[src/rtl/keypad_event_ctrl.sv]
// Keypad event sequencer: synchronizes the scanner's key level and code, qualifies presses
// and releases, generates auto-repeat events and queues them in a small FWFT FIFO.
module keypad_event_ctrl #(
    parameter int STABLE_CYC  = 64,
    parameter int REPEAT_DLY  = 1000000,
    parameter int REPEAT_RATE = 200000,
    parameter int FIFO_DEPTH  = 4,
    parameter int CNT_W       = 24
) (
    input  logic                          sys_clk,
    input  logic                          rst,
    input  logic                          key_down,
    input  logic [3:0]                    key_code,
    input  logic                          rep_en,
    input  logic                          evt_ready,
    input  logic                          clr_ovf,
    output logic                          evt_valid,
    output logic [3:0]                    evt_code,
    output logic                          evt_repeat,
    output logic [$clog2(FIFO_DEPTH):0]   evt_count,
    output logic                          overflow
);
    localparam int PTR_W = $clog2(FIFO_DEPTH);
    localparam logic [CNT_W-1:0] STABLE_LAST = CNT_W'(STABLE_CYC - 1);
    localparam logic [CNT_W-1:0] DLY_LOAD    = CNT_W'(REPEAT_DLY - 1);
    localparam logic [CNT_W-1:0] RATE_LOAD   = CNT_W'(REPEAT_RATE - 1);
    localparam logic [PTR_W:0]   DEPTH_V     = (PTR_W + 1)'(FIFO_DEPTH);

    typedef enum logic [1:0] {IDLE, QUAL, HELD, RPT} state_t;

    typedef struct packed {
        logic [3:0] code;
        logic       is_repeat;
    } event_t;

    logic [1:0]       down_sync;
    logic [3:0]       code_sync1;
    logic [3:0]       code_s;
    logic             down_s;

    state_t           state;
    logic [CNT_W-1:0] stab_cnt;
    logic [CNT_W-1:0] rel_cnt;
    logic [CNT_W-1:0] timer;
    logic [3:0]       held_code;

    logic             push;
    event_t           push_evt;

    event_t           mem [FIFO_DEPTH];
    event_t           head;
    logic [PTR_W-1:0] wr_ptr;
    logic [PTR_W-1:0] rd_ptr;
    logic [PTR_W:0]   count;
    logic [PTR_W:0]   count_nxt;
    logic             pop;
    logic             full;
    logic             do_write;
    logic             drop;

    // The code bus is only sampled after a full qualification window, so a plain 2-flop
    // synchronizer per bit is safe: the scanner holds it stable while key_down is high.
    always_ff @(posedge sys_clk or negedge rst) begin
        if (!rst) begin
            down_sync  <= '0;
            code_sync1 <= '0;
            code_s     <= '0;
        end else begin
            down_sync  <= {down_sync[0], key_down};
            code_sync1 <= key_code;
            code_s     <= code_sync1;
        end
    end

    assign down_s = down_sync[1];

    always_comb begin
        push               = 1'b0;
        push_evt.code      = held_code;
        push_evt.is_repeat = 1'b1;
        case (state)
            QUAL: begin
                if (down_s && stab_cnt == STABLE_LAST) begin
                    push               = 1'b1;
                    push_evt.code      = code_s;
                    push_evt.is_repeat = 1'b0;
                end
            end
            HELD, RPT: begin
                // A low level freezes the repeat timer and suppresses pushes.
                if (down_s && timer == '0 && rep_en) begin
                    push = 1'b1;
                end
            end
            default: ;
        endcase
    end

    always_ff @(posedge sys_clk or negedge rst) begin
        if (!rst) begin
            state     <= IDLE;
            stab_cnt  <= '0;
            rel_cnt   <= '0;
            timer     <= '0;
            held_code <= '0;
        end else begin
            case (state)
                IDLE: begin
                    if (down_s) begin
                        stab_cnt <= '0;
                        state    <= QUAL;
                    end
                end
                QUAL: begin
                    if (!down_s) begin
                        state <= IDLE;
                    end else if (stab_cnt == STABLE_LAST) begin
                        held_code <= code_s;
                        timer     <= DLY_LOAD;
                        rel_cnt   <= '0;
                        state     <= HELD;
                    end else begin
                        stab_cnt <= stab_cnt + 1'b1;
                    end
                end
                HELD, RPT: begin
                    if (!down_s) begin
                        if (rel_cnt == STABLE_LAST) begin
                            state <= IDLE;
                        end else begin
                            rel_cnt <= rel_cnt + 1'b1;
                        end
                    end else begin
                        rel_cnt <= '0;
                        if (timer != '0) begin
                            timer <= timer - 1'b1;
                        end else if (rep_en) begin
                            timer <= RATE_LOAD;
                            state <= RPT;
                        end
                    end
                end
                default: state <= IDLE;
            endcase
        end
    end

    assign pop      = evt_valid && evt_ready;
    assign full     = (count == DEPTH_V);
    assign do_write = push && (!full || pop);
    assign drop     = push && full && !pop;

    always_comb begin
        count_nxt = count;
        if (do_write && !pop) begin
            count_nxt = count + 1'b1;
        end else if (pop && !do_write) begin
            count_nxt = count - 1'b1;
        end
    end

    // NOTE: the storage array has no reset; the head outputs are masked by evt_valid instead.
    always_ff @(posedge sys_clk) begin
        if (do_write) begin
            mem[wr_ptr] <= push_evt;
        end
    end

    always_ff @(posedge sys_clk or negedge rst) begin
        if (!rst) begin
            wr_ptr    <= '0;
            rd_ptr    <= '0;
            count     <= '0;
            evt_valid <= 1'b0;
            overflow  <= 1'b0;
        end else begin
            if (do_write) begin
                wr_ptr <= wr_ptr + 1'b1;
            end
            if (pop) begin
                rd_ptr <= rd_ptr + 1'b1;
            end
            count     <= count_nxt;
            evt_valid <= (count_nxt != '0);
            // A drop in the same cycle as clr_ovf keeps the flag set.
            if (drop) begin
                overflow <= 1'b1;
            end else if (clr_ovf) begin
                overflow <= 1'b0;
            end
        end
    end

    assign head       = mem[rd_ptr];
    assign evt_code   = evt_valid ? head.code : 4'h0;
    assign evt_repeat = evt_valid ? head.is_repeat : 1'b0;
    assign evt_count  = count;

endmodule
[config.mk]
export PLATFORM = sky130hd
export DESIGN_NAME = keypad_event_ctrl
export DESIGN_NICKNAME = d
export VERILOG_FILES = /design/src/rtl/keypad_event_ctrl.sv
export SDC_FILE = /design/constraint.sdc
export NUM_CORES = 1
export LEC_CHECK = 0
export ABC_AREA = 1
export BUFFER_PORTS_ARGS = -buffer_cell sky130_fd_sc_hd__clkbuf_2
export CAP_MARGIN = 20
export CORE_MARGIN = 3
export CORE_UTILIZATION = 40
export DETAILED_ROUTE_END_ITERATION = 6
export GPL_TIMING_DRIVEN = 0
export HOLD_SLACK_MARGIN = 0.06
export PLACE_DENSITY_LB_ADDON = 0.15
export SYNTH_ARGS = -nofsm -noshare
export SYNTH_HDL_FRONTEND = slang
export SYNTH_SLANG_ARGS = --single-unit
[constraint.sdc]
create_clock -name sys_clk -period 2.9 [get_ports sys_clk]
set_clock_uncertainty 0.1 [all_clocks]
set_input_delay 0.145 -clock sys_clk [delete_from_list [all_inputs] [get_ports sys_clk]]
set_output_delay 0.145 -clock sys_clk [all_outputs]
set_load 0.02 [all_outputs]
======== Word level (Yosys, flattened, before mapping) ========
Memory sizes are Yosys's and may differ from the RTL's.
Index checks and enable logic that the tools add are counted.
W data, S select, Z words.
storage, ports and cells
  register bits ........................... 97
  memory bits (writable) .................. 20
  input bits .............................. 10
  word-level logic and storage cells ...... 100
  memories kept ........................... 1
cells by class
  add/subtract/negate cells ............... 7
  eq/ne operators ......................... 17
  mux-type cells .......................... 36
  reduce and logical (&&, ||, !) cells .... 26
memory list
  memory  words  width  read ports  clocked after memory_dff  write ports  RTL line  RTL
  mem     4      5      1           0                         1            50        event_t mem [FIFO_DEPTH];
operators with widths
  operator                 count
  $mux W24                 12
  $pmux W24 S2             3
  $add A24 B1 Y24 const B  2
  $eq A24 B6 Y1 const B    2
  $logic_not A24 Y1        1
  $reduce_bool A24 Y1      1
  $sub A24 B1 Y24 const B  1
  $ne A3 B3 Y1 const B     6
  $mux W2                  7
  $mux W5                  2
  $ne A2 B2 Y1 const B     5
  $reduce_and A5 Y1        2
  $logic_and A1 B1 Y1      9
  $reduce_and A4 Y1        2
  $mux W1                  7
  $mux W3                  2
  $pmux W2 S3              1
  $reduce_bool A2 Y1       3
  $add A2 B1 Y2 const B    2
  $eq A2 B2 Y1 const B     2
  $mux W4                  1
  $add A3 B1 Y3 const B    1
  $eq A3 B3 Y1 const B     1
  $logic_not A1 Y1         3
  other kinds (8)          8

======== Logic depth before layout (Yosys ltp) ========
Gate-level depths: netlist of run 1.
  depth after elaboration ................. 11
  mapped depth ............................ 14

======== Worst setup path before layout of run 1 ========
Ideal clock, no wire load.
  kind .................................... register to register
  start ................................... register stab_cnt[0]
  end ..................................... memory mem[0][1] (netlist name) (data pin)
  arrival ................................. 1.650 ns
  data required time ...................... 2.534 ns
  setup slack ............................. 0.883 ns
  cell stages (with the launch flop) ...... 9
  cells stage by stage .................... dfrtp_1 > ha_1 > inv_1 > nor2_1 > nand2_1 > nor2_1 > nand4_1 > buf_2 > mux2_2
RTL lines
  item                      RTL line  RTL
  start: declaration        42        logic [CNT_W-1:0] stab_cnt;
  start signal: assignment  123       stab_cnt <= stab_cnt + 1'b1;
  end: declaration          50

======== Final worst setup path of run 1 ========
  start ................................... register stab_cnt[0]
  end ..................................... memory mem[0][3] (netlist name) (enable)
between the ends
  word-level cells in the longest chain between the ends .. 7
RTL lines
  item                           RTL line  RTL
  $eq A24 B6 Y1                  83        if (down_s && stab_cnt == STABLE_LAST) begin
  $logic_and A1 B1 Y1            83
  $mux W1                        83
  $pmux W1 S2                    81        case (state)
  $logic_and A1 B1 Y1            150       assign do_write = push && (!full || pop);
  $mux W1                        164       if (do_write) begin
  $mux W1 (not written as such)  165       mem[wr_ptr] <= push_evt;
No other way between the ends.

==> reports/qor.csv, run 1 <==
stage,metric,value,unit
floorplanning,io pins,20,
layout,Nets,959,
logic_synthesis,top_reg_cell synth,dfrtp_1,
critical_path,CP most frequent cell,nor2_1,
logic_synthesis,sequential area share after synthesis,44.02,%
clocking,Root Buffer,clkbuf_16,
logic_synthesis,async set or reset register ratio after synthesis,82.91,%
clocking,Clock Sinks,117,
power,Flop pwr share,32.8,%
sta,final setup TNS,0,ns
power,internal power,4013,uW
drt,Initial DRC Count,472,
placement,post-DP HPWL,12270,um
worst_hold_path,Hold WC Path Type,in2reg,
clocking,H-tree Lvls,4,
logic_synthesis,number of enable flip-flop cells after synthesis,20,
logic_synthesis,Seq cells post-synth,117,
logic_synthesis,most frequent cells after synthesis,"nand2_1, nor2_1, dfrtp_1",
layout,design area,7979,um2
logic_synthesis,Synth Net Count,913,
logic_synthesis,main area contributors after synthesis,"dfrtp_1, nand2_1, edfxtp_1",
power,Pwr Density,817.2,nW/um2
sta,Max Transition Viols Final,0,
drt,vias per inst,5.056,
sta,worst hold slack,0.1399,ns
drt,DR pass1 iterations,5,
clocking,Setup Buffers After CTS,0,
grt,number of global-route vias before repair,5652,
grt,largest net degree at the start of global routing,59,
clocking,hold-fix buffer count after cts,7,
drt,post-DR wirelength/cell,14.27,um
layout,Inserted Diodes,0,
logic_synthesis,Mapped Area,6879,um2
sta,Worst-Margin Slew,0.6510,ns
power,clock share of power,34.2,%
clocking,clock-pin slew on the worst setup and hold paths,0.05,ns
sta,count of final hold-check violations,0,
critical_path,crit path max fanout,8,
floorplanning,Die X,137.1,um
drt,DRC,0,
clocking,worst-case clock buffer depth,2,
drt,drt total wl,16710,um
floorplanning,Die Span Y,137.1,um
logic_synthesis,"count leader, synth",nand2_1,
sta,final setup vio count,0,
layout,share of layout cells above drive strength 1,10.73,%
layout,Final Non-Filler Cells,1171,
run_status,outcome,completed,
critical_path,critical path arrival,2.67,ns
power,Leak,0.003682,uW
placement,I/O Buffers,19,
drt,detailed-route via count,5920,
logic_synthesis,syn avg cell area,7.712,um2
critical_path,crit-path cells,ha_1 -> nand3_1 -> nor2_1 -> nand4_1 -> nand2_1 -> nand2_2 -> nor2_1,
critical_path,R2R Setup Slk,0.18,ns
logic_synthesis,count of cell types in the netlist,39,
power,Sw Ratio,38.45,%
sta,relative slew slack,56.60,%
clocking,Post-CTS Resized,0,
sta,minimum clock period,2.717,ns
placement,Placed Cells,1132,
critical_path,Crit. End Element,register,
drt,Routed Antenna Nets,0,
grt,first-pass GRT wire length,28250,um
grt,Global Route Usage Sum,19.04,%
critical_path,slowest cell delay on critical path,0.47,ns
power,peak supply drop,0.5301,mV
critical_path,Worst Path Required,2.85,ns
clocking,number of buffers created by CTS,17,
logic_synthesis,total of warnings raised by yosys,0,
floorplanning,Initial Util,41.19,%
clocking,later-pin clock latency in the skew report,0.42,ns
logic_synthesis,top cell type's share of synthesized area,35.29,%
floorplanning,Die Area,18810,um2
critical_path,Slowest cell on crit path,dfrtp_1,
clocking,CTS tree,built,
logic_synthesis,leading area contributor after synthesis,dfrtp_1,
layout,Finished Core Util,47.77,%
floorplanning,core area,16700,um2
critical_path,Crit Path Category,reg2reg,
placement,Placed Instance Area,7279,um2
flow_run,maxcap violations,0,
logic_synthesis,Syn Inst Count,892,
sta,RSZ-0062 raised after global routing,false,
grt,antenna violations before repair,0,
sta,Achievable Freq,368.0,MHz
grt,gr ovfl total,0,
power,switching pwr,2507,uW
sta,Tcrit/Tclk final,93.69,%
floorplanning,num rows,47,
placement,RD Place Congestion,0.9135,
critical_path,CP startpoint kind,register,
layout,area grow syn2layout,15.99,%
power,part of the power in combinational logic,32.9,%
[stage by stage]
step	power [uW]	worst slack (ns)
after floorplan	3660	0.8832
after global placement	4274	0.1745
after detailed placement	4306	0.1816
after CTS	6577	0.1701
after global routing	6999	0.01293
final	6520	0.1829
[flip-flops by register name, indices dropped and copies added, names as in the netlist]
| register | cells |
|---|---|
| rel_cnt | 24 |
| stab_cnt | 24 |
| timer | 24 |
| mem | 20 |
| code_s | 4 |
| code_sync1 | 4 |
| held_code | 4 |
| evt_count | 3 |
| down_sync | 2 |
| rd_ptr | 2 |
| state | 2 |
| wr_ptr | 2 |
| evt_valid | 1 |
| overflow | 1 |
[path summary, 6_finish.rpt]
kind	start	endpoint	depth (start not counted)
worst max register to register	stab_cnt[0]	mem[0][3]	7
worst min register to register	code_sync1[2]	code_s[2]	0
min in group asynchronous	rst	stab_cnt[19]	2
worst max-delay path	stab_cnt[0]	mem[0][3]	7
worst min-delay path	evt_ready	evt_count[1]	4
max in group asynchronous	rst	timer[13]	3
[critical path, delay by kind of cell, from the launching register on]
| kind | cells | cell delay, ns |
|---|---|---|
| AND/OR/NAND/NOR | 6 | 1.49 |
| flip-flops | 1 | 0.47 |
| adder cells (fa/ha/maj) | 1 | 0.29 |
[metal layers]
layer | track usage, % | vias up | routed length (um)
met4 | 5.266 | 0 | 158
li1 | - | 3027 | -
met1 | 26.73 | 2750 | 8277
met3 | 4.154 | 16 | 730
met2 | 29.70 | 127 | 7542
met5 | 0 | - | 0
[area by class of cell]
class	count	area, um2
Tap cell	220	275.3
Multi-Input combinational cell	664	3379
Buffer	28	160.2
Inverter	83	311.5
Fill cell	1690	8722
Clock buffer	18	429.2
Timing Repair Buffer	27	195.2
Clock inverter	14	200.2
Sequential cell	117	3028
[power by group through the flow]
| stage | logic, uW | clock network (uW) | registers, uW |
|---|---|---|---|
| floorplan | 1530 | 0 | 2130 |
| global route | 2470 | 2350 | 2180 |
| detailed placement | 2140 | 0 | 2160 |
| CTS | 2150 | 2280 | 2140 |
| finish | 2150 | 2230 | 2140 |
| global placement | 2110 | 0 | 2160 |
[placed cells by master (no fill, tap or decap), types with 4 or more instances in the layout]
| cell type | instances |
|---|---|
| a21o_1 | 7 |
| a21oi_1 | 9 |
| and3_1 | 4 |
| buf_2 | 8 |
| buf_4 | 6 |
| bufinv_16 | 4 |
| clkbuf_1 | 12 |
| clkbuf_16 | 17 |
| clkbuf_2 | 18 |
| dfrtp_1 | 97 |
| dlygate4sd3_1 | 7 |
| edfxtp_1 | 20 |
| ha_1 | 11 |
| inv_1 | 78 |
| inv_2 | 5 |
| mux2_2 | 8 |
| nand2_1 | 211 |
| nand2_2 | 4 |
| nand3_1 | 68 |
| nand4_1 | 33 |
| nor2_1 | 132 |
| nor2_2 | 5 |
| nor3_1 | 39 |
| nor4_1 | 4 |
| o21ai_0 | 46 |
| o31ai_1 | 13 |
| or2_2 | 4 |
| xnor2_1 | 10 |
| xor2_1 | 38 |
[logic make-up after synthesis]
logic type	count (synthesis)	share of synthesized area, %
adder cells (fa/ha/maj)	11	2.001
multiplexers	9	1.473
buffers and inverters	111	6.857
AO/OA/AOI/OAI	83	7.021
flip-flops	117	44.02
AND/OR/NAND/NOR	513	32.52
XOR/XNOR	48	6.111
No activity file was read; power rests on OpenSTA's default activity.
==> inputs of run 2 (changes only) <==
- MAX_ROUTING_LAYER: unset -> met4
==> reports/qor.csv, run 2 (synthesized netlist as in run 1, its figures left out) <==
stage,metric,value,unit,change
run_status,outcome,completed,,
clocking,Post-CTS Resized,0,,unchanged
worst_hold_path,worst hold endpoint,evt_count[1],,
critical_path,cell family with most CP delay,simple AND/OR/NAND/NOR gates,,
critical_path,R2R cell count,7,,unchanged
layout,share of layout cells above drive strength 1,10.73,%,unchanged
grt,gr ovfl total,0,,unchanged
flow_run,maxcap violations,0,,unchanged
drt,DRC,0,,unchanged
sta,setup ws final,0.1811,ns,-0.001882 ns
critical_path,critical path arrival,2.67,ns,about the same
critical_path,Crit Path Category,reg2reg,,
layout,filler cell count,1690,,unchanged
floorplanning,Die Area,18810,um2,unchanged
critical_path,Slowest cell on crit path,dfrtp_1,,
floorplanning,Die X,137.1,um,unchanged
sta,minimum clock period,2.719,ns,+0.001882 ns
drt,DR pass1 iterations,5,,unchanged
drt,Initial DRC Count,487,,+3.2%
sta,Achievable Freq,367.8,MHz,about the same
clocking,later-pin clock latency in the skew report,0.42,ns,about the same
critical_path,crit path from,stab_cnt[0],,
floorplanning,core area,16700,um2,unchanged
drt,post-DR wirelength/cell,14.24,um,-0.17%
critical_path,worst path bufs/invs,0,,unchanged
sta,Max Transition Viols Final,0,,unchanged
critical_path,CP most frequent cell,nor2_1,,
layout,Nets,959,,unchanged
critical_path,Worst Path Required,2.85,ns,about the same
clocking,Clock Sinks,117,,unchanged
clocking,H-tree Lvls,4,,unchanged
grt,antenna violations before repair,0,,unchanged
drt,drt total wl,16680,um,-0.17%
worst_hold_path,Min-Delay Startpoint,evt_ready,,
critical_path,R2R Path End,mem[0][3],,
clocking,hold-fix buffer count after cts,7,,unchanged
floorplanning,Die Span Y,137.1,um,unchanged
layout,most frequent cells in the layout,"nand2_1, nor2_1, dfrtp_1, inv_1, nand3_1",,
critical_path,R2R Setup Slk,0.18,ns,about the same
floorplanning,Initial Util,41.19,%,unchanged
grt,first-pass GRT wire length,28260,um,about the same
power,Leak,0.003682,uW,unchanged
clocking,worst-case clock buffer depth,2,,unchanged
sta,final setup TNS,0,ns,unchanged
sta,Tcrit/Tclk final,93.76,%,about the same
clocking,Setup Buffers After CTS,0,,unchanged
layout,multi-input logic area,3379,um2,unchanged
layout,Finished Core Util,47.77,%,unchanged
drt,Routed Antenna Nets,0,,unchanged
layout,design area,7979,um2,unchanged
critical_path,crit-path cells,ha_1 -> nand3_1 -> nor2_1 -> nand4_1 -> nand2_1 -> nand2_2 -> nor2_1,,
critical_path,crit path max fanout,8,,unchanged
layout,Seq. cell area,3028,um2,unchanged
layout,area grow syn2layout,15.99,%,unchanged
critical_path,Reg2Reg Launch Point,stab_cnt[0],,
floorplanning,num rows,47,,unchanged
sta,final setup vio count,0,,unchanged
placement,RD Place Congestion,0.9294,,+1.7%
grt,Global Route Usage Sum,19.61,%,+0.57 points
drt,vias per inst,5.042,,-0.27%
layout,biggest regs,"rel_cnt (24), stab_cnt (24), timer (24)",,
power,Pwr Density,817.3,nW/um2,about the same
critical_path,CP startpoint kind,register,,
grt,largest net degree at the start of global routing,59,,unchanged
power,peak supply drop,0.5302,mV,about the same
sta,relative slew slack,57.35,%,+0.75 points
placement,Post-Place Worst Slack,0.1816,ns,unchanged
placement,Placed Instance Area,7279,um2,unchanged
drt,detailed-route via count,5904,,-0.27%
sta,RSZ-0062 raised after global routing,false,,
clocking,number of buffers created by CTS,17,,unchanged
critical_path,slowest cell delay on critical path,0.47,ns,about the same
floorplanning,io pins,20,,unchanged
clocking,clock-pin slew on the worst setup and hold paths,0.05,ns,about the same
clocking,CTS tree,built,,
worst_hold_path,Hold Path Depth,4,,unchanged
sta,Worst-Margin Slew,0.6398,ns,-0.01124 ns
clocking,Root Buffer,clkbuf_16,,
worst_hold_path,Hold WC Path Type,in2reg,,
sta,count of final hold-check violations,0,,unchanged
grt,number of global-route vias before repair,5649,,-0.053%
placement,post-DP HPWL,12270,um,unchanged
layout,"commonest non-fill, non-tap cell in the layout",nand2_1,,
placement,I/O Buffers,19,,unchanged
layout,Inserted Diodes,0,,unchanged
critical_path,Crit. End Element,register,,
-- run 2: metrics by stage --
stage,hold slack [ns],total power (uW),cells
2_1_floorplan,-0.2506,3660,892
6_report,0.1414,6521,1171
4_1_cts,0.1136,6577,1171
3_3_place_gp,0.1542,4274,1131
3_5_place_dp,0.1320,4306,1132
5_1_grt,0.1756,7001,1171
-- run 2: routing by layer --
layer / track usage [%] / vias up / part of all wire, %
li1: - / 3024 / -
met1: 26.85 / 2731 / 50
met2: 29.65 / 135 / 45
met3: 4.375 / 14 / 4.2
met4: 4.933 / 0 / 1.0
met5: - / - / 0
-- run 2: report_power, final --
part / total [uW] / leakage (uW) / internal, uW / switching [uW]
combinational: 2150 / 0.00191 / 678 / 1470
sequential: 2140 / 0.00147 / 1890 / 253
clock: 2230 / 0.000298 / 1450 / 787
-- run 2: worst max path at each step --
stage	end	slack (ns)	depth (start not counted)
2_1_floorplan	mem[0][1]	0.88	8
3_3_place_gp	mem[0][1]	0.17	7
6_report	mem[0][3]	0.18	7
5_1_grt	mem[0][3]	0.01	7
3_5_place_dp	mem[0][1]	0.18	7
4_1_cts	mem[0][3]	0.17	7
-- run 2: worst register-to-register path: cells and delay by family, from the launching register on --
kind / cells / cell delay, ns
flops: 1 / 0.47
simple gates: 6 / 1.50
fa+ha+maj: 1 / 0.30
-- run 2: final cells by class --
type / count / share of cell area [%]
sequential: 117 / 37.95
clock inverter: 14 / 2.509
multi-input combinational: 664 / 42.36
inverter: 83 / 3.905
buffer: 28 / 2.007
tap: 220 / 3.450
clock buffer: 18 / 5.379
timing repair buffer: 27 / 2.446
==> inputs of run 3 (changes only) <==
- RECOVER_POWER: unset -> 50
==> reports/qor.csv, run 3 (synthesized netlist as in run 1, its figures left out) <==
stage,metric,value,unit,change
drt,Routed Antenna Nets,0,,unchanged
sta,final setup TNS,0,ns,unchanged
floorplanning,Initial Util,41.19,%,unchanged
power,Overall Power,6498,uW,-0.36%
power,clock share of power,34.3,%,about the same
clocking,later-pin clock latency in the skew report,0.42,ns,about the same
grt,largest net degree at the start of global routing,59,,unchanged
layout,area grow syn2layout,15.48,%,
drt,vias per inst,5.033,,-0.17%
floorplanning,Die X,137.1,um,unchanged
layout,biggest regs,"rel_cnt (24), stab_cnt (24), timer (24)",,
floorplanning,Die Span Y,137.1,um,unchanged
drt,Initial DRC Count,447,,-8.2%
layout,most frequent cells in the layout,"nand2_1, nor2_1, dfrtp_1, inv_1, nand3_1",,
floorplanning,core area,16700,um2,unchanged
worst_hold_path,Hold WC Path Type,in2reg,,
grt,gr ovfl total,0,,unchanged
grt,Global Route Usage Sum,19.61,%,unchanged
placement,RD Place Congestion,0.9294,,unchanged
layout,Inserted Diodes,0,,unchanged
drt,detailed-route via count,5894,,-0.17%
run_status,outcome,completed,,
sta,Achievable Freq,368.4,MHz,+0.18%
clocking,H-tree Lvls,4,,unchanged
layout,share of layout cells above drive strength 1,9.884,%,-0.84 points
grt,first-pass GRT wire length,28260,um,unchanged
drt,DRC,0,,unchanged
power,switching pwr,2503,uW,-0.22%
critical_path,Crit Path Category,reg2reg,,
sta,relative slew slack,14.53,%,-43 points
clocking,Post-CTS Resized,0,,unchanged
critical_path,crit path max fanout,8,,unchanged
layout,filler cell count,1697,,+0.41%
layout,Nets,959,,unchanged
layout,Seq. cell area,3028,um2,unchanged
clocking,Clock Sinks,117,,unchanged
power,internal power,3995,uW,-0.45%
power,part of the power in combinational logic,32.7,%,-0.2 points
clocking,Root Buffer,clkbuf_16,,
power,Sw Ratio,38.52,%,+0.053 points
sta,minimum clock period,2.714,ns,-0.004767 ns
clocking,hold-fix buffer count after cts,7,,unchanged
power,Flop pwr share,33.0,%,+0.2 points
sta,final setup vio count,0,,unchanged
clocking,number of buffers created by CTS,17,,unchanged
grt,antenna violations before repair,0,,unchanged
sta,Tcrit/Tclk final,93.59,%,-0.16 points
critical_path,critical path arrival,2.67,ns,about the same
drt,post-DR wirelength/cell,14.24,um,about the same
clocking,clock-pin slew on the worst setup and hold paths,0.05,ns,about the same
floorplanning,io pins,20,,unchanged
drt,DR pass1 iterations,5,,unchanged
drt,drt total wl,16680,um,about the same
critical_path,CP startpoint kind,register,,
clocking,CTS tree,built,,
layout,multi-input logic area,3379,um2,unchanged
critical_path,Crit. End Element,register,,
critical_path,Worst Path Required,2.85,ns,about the same
clocking,worst-case clock buffer depth,2,,unchanged
sta,Max Transition Viols Final,0,,unchanged
power,Pwr Density,818.0,nW/um2,about the same
clocking,Setup Buffers After CTS,0,,unchanged
placement,Placed Cells,1132,,unchanged
sta,Worst-Margin Slew,1.282,ns,+0.6423 ns
grt,number of global-route vias before repair,5649,,unchanged
power,Leak,0.003649,uW,-0.89%
sta,count of final hold-check violations,0,,unchanged
placement,I/O Buffers,19,,unchanged
sta,RSZ-0062 raised after global routing,false,,
placement,post-DP HPWL,12270,um,unchanged
layout,Final Non-Filler Cells,1171,,unchanged
floorplanning,num rows,47,,unchanged
layout,"commonest non-fill, non-tap cell in the layout",nand2_1,,
floorplanning,Die Area,18810,um2,unchanged
flow_run,maxcap violations,0,,unchanged
power,peak supply drop,0.5302,mV,about the same
run 3: changes by cell type in the layout (fill, tap and decap cells not counted):
cell,previous run,this run
buf_16,1,0
buf_2,8,9
clkbuf_1,12,20
clkbuf_2,18,11
clkbuf_4,1,0
run 3: worst max-delay path, cell delays in order, from the launching register on:
cell and delay [ns]:
dfrtp_1 0.47, ha_1 0.29, nand3_1 0.24, nor2_1 0.25, nand4_1 0.25, nand2_1 0.19
nand2_2 0.12, nor2_1 0.44
run 3: power by group through the flow:
stage	logic (uW)	clock network (uW)	registers, uW
after global routing	2450	2350	2180
after CTS	2150	2280	2140
after global placement	2110	0	2160
final	2130	2230	2140
after detailed placement	2140	0	2160
after floorplan	1530	0	2130
run 3: routing by layer:
metal  track usage, %  share of wire, %
met5                -                 0
met1            26.85                50
met2            29.65                45
met4            4.933               1.0
met3            4.375               4.2
run 3: area by class of cell:
type | instances | area share [%]
clock buffers | 18 | 5.402
inverters | 83 | 3.922
clock inverters | 14 | 2.520
multi-input cells | 664 | 42.54
repair buffers | 27 | 2.016
flip-flops and latches | 117 | 38.12
plain buffers | 28 | 2.016
well taps | 220 | 3.465
run 3: path summary, 6_finish.rpt:
path	cells past startpoint	startpoint	end	slack (ns)
min	4	evt_ready	evt_count[1]	0.14
min reg2reg	0	code_sync1[2]	code_s[2]	0.25
max reg2reg	7	stab_cnt[0]	mem[0][3]	0.19
max in group asynchronous	3	rst	timer[13]	0.52
min in group asynchronous	2	rst	stab_cnt[19]	0.36
max	7	stab_cnt[0]	mem[0][3]	0.19
run 3: per-stage QoR:
step	utilization [%]	hold WS [ns]	setup slack [ns]	area [um2]
2_1_floorplan	-	-0.2506	0.8832	6879
3_3_place_gp	43.41	0.1542	0.1745	7249
3_5_place_dp	43.59	0.1320	0.1816	7279
4_1_cts	47.77	0.1136	0.1701	7979
5_1_grt	47.57	0.1756	0.01309	7944
6_report	47.57	0.1439	0.1858	7944
